[config.mk]
export PLATFORM = sky130hd
export DESIGN_NAME = demux_big
export DESIGN_NICKNAME = d
export VERILOG_FILES = /design/src/rtl/demux_big.sv
export SDC_FILE = /design/constraint.sdc
export NUM_CORES = 1
export LEC_CHECK = 0
export CAP_MARGIN = 5
export CORE_MARGIN = 5
export CORE_UTILIZATION = 45
export CTS_CLUSTER_DIAMETER = 80
export DETAILED_ROUTE_END_ITERATION = 8
export PLACE_DENSITY = 0.85
export SLEW_MARGIN = 20
export SYNTH_ARGS = -nofsm -noshare
export SYNTH_HDL_FRONTEND = slang
export SYNTH_SLANG_ARGS = --single-unit
[constraint.sdc]
create_clock -name clk -period 3.8 [get_ports clk]
set_clock_uncertainty 0.1 [all_clocks]
set_input_delay 0.57 -clock clk [delete_from_list [all_inputs] [get_ports clk]]
set_output_delay 0.57 -clock clk [all_outputs]
set_load 0.005 [all_outputs]
[src/rtl/demux_big.sv]
// demux_big: pipelined registered 1-to-C_OUTPUTS demux tree, at most C_DIVIDER branches per level.
// Outputs hold their last written word and pulse a one-cycle strobe on each delivery.
`default_nettype none

module demux_big #(
  parameter int C_WIDTH   = 32,
  parameter int C_OUTPUTS = 4,
  parameter int C_DIVIDER = 2
) (
  input  logic                         clk,
  input  logic                         rst_n,
  input  logic                         enable,
  input  logic [$clog2(C_OUTPUTS)-1:0] selector,
  input  logic [C_WIDTH-1:0]           value_in,
  input  logic                         valid_in,
  output logic [C_WIDTH-1:0]           values_out [0:C_OUTPUTS-1],
  output logic [C_OUTPUTS-1:0]         valid_out
);

  localparam int S = $clog2(C_OUTPUTS);
  localparam int D = $clog2(C_DIVIDER);
  localparam int L = (S + D - 1) / D;
  localparam int R = S - (L - 1) * D;

  for (genvar k = 0; k < L; k++) begin : g_level
    // The first level takes the leftover R selector MSBs; every later level takes D bits.
    localparam int  NK   = 1 << (R + k * D);
    localparam int  SB   = (k == 0) ? R : D;
    localparam int  NP   = NK >> SB;
    localparam int  RB   = S - R - k * D;
    localparam int  PB   = RB + SB;
    localparam bit  LAST = (k == L - 1);

    logic [NP-1:0]      par_valid;
    logic [C_WIDTH-1:0] par_data [NP];
    logic [PB-1:0]      par_sel  [NP];
    logic [NK-1:0]      hit;
    logic [NK-1:0]      node_valid;
    logic [C_WIDTH-1:0] node_data [NK];

    if (k == 0) begin : g_src
      assign par_valid[0] = valid_in;
      assign par_data[0]  = value_in;
      assign par_sel[0]   = selector;
    end else begin : g_src
      for (genvar p = 0; p < NP; p++) begin : g_par
        assign par_valid[p] = g_level[k-1].node_valid[p];
        assign par_data[p]  = g_level[k-1].node_data[p];
        assign par_sel[p]   = g_level[k-1].g_sel.sel_r[p];
      end
    end

    always_comb begin
      hit = '0;
      for (int j = 0; j < NK; j++) begin
        hit[j] = par_valid[j >> SB] && (par_sel[j >> SB][PB-1 -: SB] == SB'(j));
      end
    end

    // Internal levels freeze while stalled; the output level drops its strobe instead.
    always_ff @(posedge clk) begin
      if (!rst_n) begin
        node_valid <= '0;
        for (int j = 0; j < NK; j++) node_data[j] <= '0;
      end else if (enable) begin
        node_valid <= hit;
        for (int j = 0; j < NK; j++) begin
          if (hit[j]) node_data[j] <= par_data[j >> SB];
        end
      end else if (LAST) begin
        node_valid <= '0;
      end
    end

    if (RB > 0) begin : g_sel
      logic [RB-1:0] sel_r [NK];

      always_ff @(posedge clk) begin
        if (!rst_n) begin
          for (int j = 0; j < NK; j++) sel_r[j] <= '0;
        end else if (enable) begin
          for (int j = 0; j < NK; j++) begin
            if (hit[j]) sel_r[j] <= par_sel[j >> SB][RB-1:0];
          end
        end
      end
    end
  end

  assign valid_out = g_level[L-1].node_valid;

  for (genvar i = 0; i < C_OUTPUTS; i++) begin : g_out
    assign values_out[i] = g_level[L-1].node_data[i];
  end

endmodule

`default_nettype wire
==> summary.md <==
| Metric | Value |
|---|---|
| WP data required | `4.00 ns` |
| Setup tns final | `0 ns` |
| Initial antenna violation count | `1` |
| Yosys warnings | `0` |
| Final period utilization | `around 64%` |
| CP max stage cell | `clkdlybuf4s50_1` |
| # DRC | `0` |
| Synth Net Count | `approximately 440` |
| GRT overflow | `0` |
| Leak | `3.54 nW` |
| Die Area | `0.0186 mm²` |
| Largest cells by area after synthesis | `edfxtp_1 81%, and2_1 14%, dfxtp_1 1.7%` |
| Final Routed Wirelength | `around 15000 µm` |
| WP buf/inv | `2` |
| Final min period | `2.42 ns` |
| Min-delay worst type | `flop to flop` |
| Reg2reg end | `g_level[1].node_data[0][22]` |
| Core area | `~0.016 mm²` |
| Fraction of layout instances using a drive strength above 1 | `7.76%` |
| Status | `completed` |
| Final setup margin | `between 1 and 1.5 ns` |
| Final hold viol count | `0` |
| Drt first pass iters | `4` |
| Cts bufs inserted | `17` |
| Hold Path Origin | `g_level[0].node_valid[1]` |
| Number of nets in the layout | `slightly above 600` |
| Vias per cell | `4.77` |
| Crit end category | `flop` |
| I/O pin total | `170` |
| Root buf cell | `clkbuf_16` |
| Hold path endpoint | `g_level[0].node_valid[1]` |
| CP Launch Type | `primary input` |
| Share of the synthesized area in the top cell type | `a little over 80%` |
| Fin. max-slew vios | `0` |
| GP Congestion | `around 0.77` |
| Worst-path maximum fanout | `18` |
| CP Data Arrival Time | `roughly 2.6 ns` |
| Hold path depth | `2` |
| Initial Util | `around 46%` |
| Max cap viols | `0` |
| DP Worst Slack | `roughly 0.92 ns` |
| FF-to-FF Start | `g_level[0].g_sel.sel_r[0][0]` |
| Port bufs | `roughly 170` |
| Sequential share of the synthesized area | `a little over 80%` |
| DRT iter0 DRCs | `241` |
| Post-Syn Instances | `400` |
| DRT antenna net count | `0` |
| # resized after CTS | `0` |
| CTS Hold Bufs | `0` |
| CTS sink count | `200` |
| Post-synthesis cell area | `a little over 0.007 mm²` |
| CTS tree | `built` |
| WHS | `between 0.4 and 0.5 ns` |
| ANT cells | `0` |
| Crit path largest cell delay | `between 0.8 and 0.9 ns` |
| Synthesis-to-layout area growth | `35.7%` |
| Worst path cell trace | `clkdlybuf4s50_1, and4_1, buf_4, and2_1` |
| DP HPWL | `~11000 µm` |
| Crit Path Class | `primary input to flop` |
| WL/cell | `19.1 µm` |
| Clock Latency Late Sink | `between 0.4 and 0.5 ns` |
| Postcts setup bufs | `0` |
| Synth area leader | `edfxtp_1` |
| R2r worst-path depth | `3` |
| Die width | `approximately 140 µm` |
| Reg-to-reg slack, setup | `around 2 ns` |
| Maximum vdd drop | `roughly 0.28 mV` |
| RSZ-0062 raised after global routing | `false` |
| Clock slew at reported path FFs | `~0.080 ns` |
| Worst-Margin Slew | `about 0.91 ns` |
| #FFs+latches synth | `200` |
| Setup Viol. Count Final | `0` |
| Via count | `3856` |
| GRT Util Overall | `approximately 17%` |
| Die Height | `137 µm` |
| Largest net degree at the start of global routing | `34` |
| Htree depth | `4` |
| CP delay by family, top | `buffers and inverters` |
| Pwr per Cell Area | `slightly below 500 mW/mm²` |
| Commonest cells after routing, fill and taps aside | `194 x edfxtp_1, 169 x clkdlybuf4s50_1, 161 x and2_1, 17 x clkbuf_16, 9 x buf_4` |
| First-pass GRT wire length | `around 23000 µm` |
| Max clock buf depth | `2` |
| Fmax | `about 410 MHz` |
| Distinct cells, synth | `17` |
| Row count | `46` |
| Max transition margin | `around two fifths` |
| Commonest non-fill, non-tap cell in the layout | `edfxtp_1` |
| Mapped Avg Cell Area | `~18 µm²` |
| Vias in the first global route | `4049` |
-- registers in the layout (all words and copies together) (netlist names) --
name,cells
g_level.g_sel.sel_r,2
valid_out,4
g_level.node_data,192
g_level.node_valid,2
-- synthesized netlist by cell type (all sizes together) --
cell / number
dfxtp: 6
and3: 1
nand3b: 1
clkbuf: 4
buf: 13
nand4b: 1
nand2: 7
and4b: 2
edfxtp: 194
a21boi: 1
o21ai: 3
and2: 161
and4: 2
nand3: 3
nand2b: 1
-- worst max path at each step --
stage | startpoint | to | slack, ns | depth (start not counted)
2_1_floorplan | enable | g_level[0].g_sel.sel_r[0][0] | 0.13 | 3
3_3_place_gp | rst_n | g_level[1].node_data[3][17] | 1.06 | 4
3_5_place_dp | rst_n | g_level[1].node_data[0][22] | 0.92 | 4
4_1_cts | rst_n | g_level[1].node_data[0][22] | 1.37 | 4
5_1_grt | rst_n | g_level[1].node_data[3][11] | 1.24 | 4
6_report | rst_n | g_level[1].node_data[3][11] | 1.38 | 4
-- report_power, final --
part           switching (mW)  internal (mW)
clock                   0.810           1.05
sequential             0.0445           2.54
combinational           0.113          0.144
-- final cells by class --
cell class | count | area [µm²]
fillers | 1150 | 6000
repair buffers | 178 | 1760
well taps | 216 | 270
clock inverters | 14 | 185
clock buffers | 18 | 429
multi-input cells | 183 | 1180
flip-flops and latches | 200 | 5950
-- tightest hold or removal path, cell delays in order, from the launching register on --
cell      delay, ns
dfxtp_1        0.34
nand2b_1       0.07
a21boi_0       0.07
-- logic make-up after synthesis --
| logic type | count (synthesis) | share of synthesized area (%) |
|---|---|---|
| and+or+nand+nor | 179 | 15.5 |
| buffers and inverters | 17 | 1.62 |
| AOI/OAI and AO/OA | 4 | 0.313 |
| DFF | 200 | 82.5 |
-- metal layers --
| layer | vias up | part of all wire (%) | global-route usage, % |
|---|---|---|---|
| met5 | - | 0.13 | 0 |
| met4 | 2 | 1.8 | 6.16 |
| met3 | 28 | 6.5 | 5.85 |
| met2 | 145 | 52 | 28.8 |
| met1 | 1900 | 40 | 20.1 |
| li1 | 1781 | - | - |
-- per-stage QoR --
| stage | utilization [%] | instances | area (µm²) | power (mW) |
|---|---|---|---|---|
| detailed placement | 58.1 | 777 | 9160 | 2.89 |
| finish | 62.0 | 809 | 9770 | 4.70 |
| floorplan | - | 400 | 7200 | 2.69 |
| global route | 62.0 | 809 | 9770 | 4.85 |
| global placement | 58.1 | 777 | 9160 | 2.88 |
| CTS | 62.0 | 809 | 9770 | 4.73 |
(Power assumes the default switching activity.)
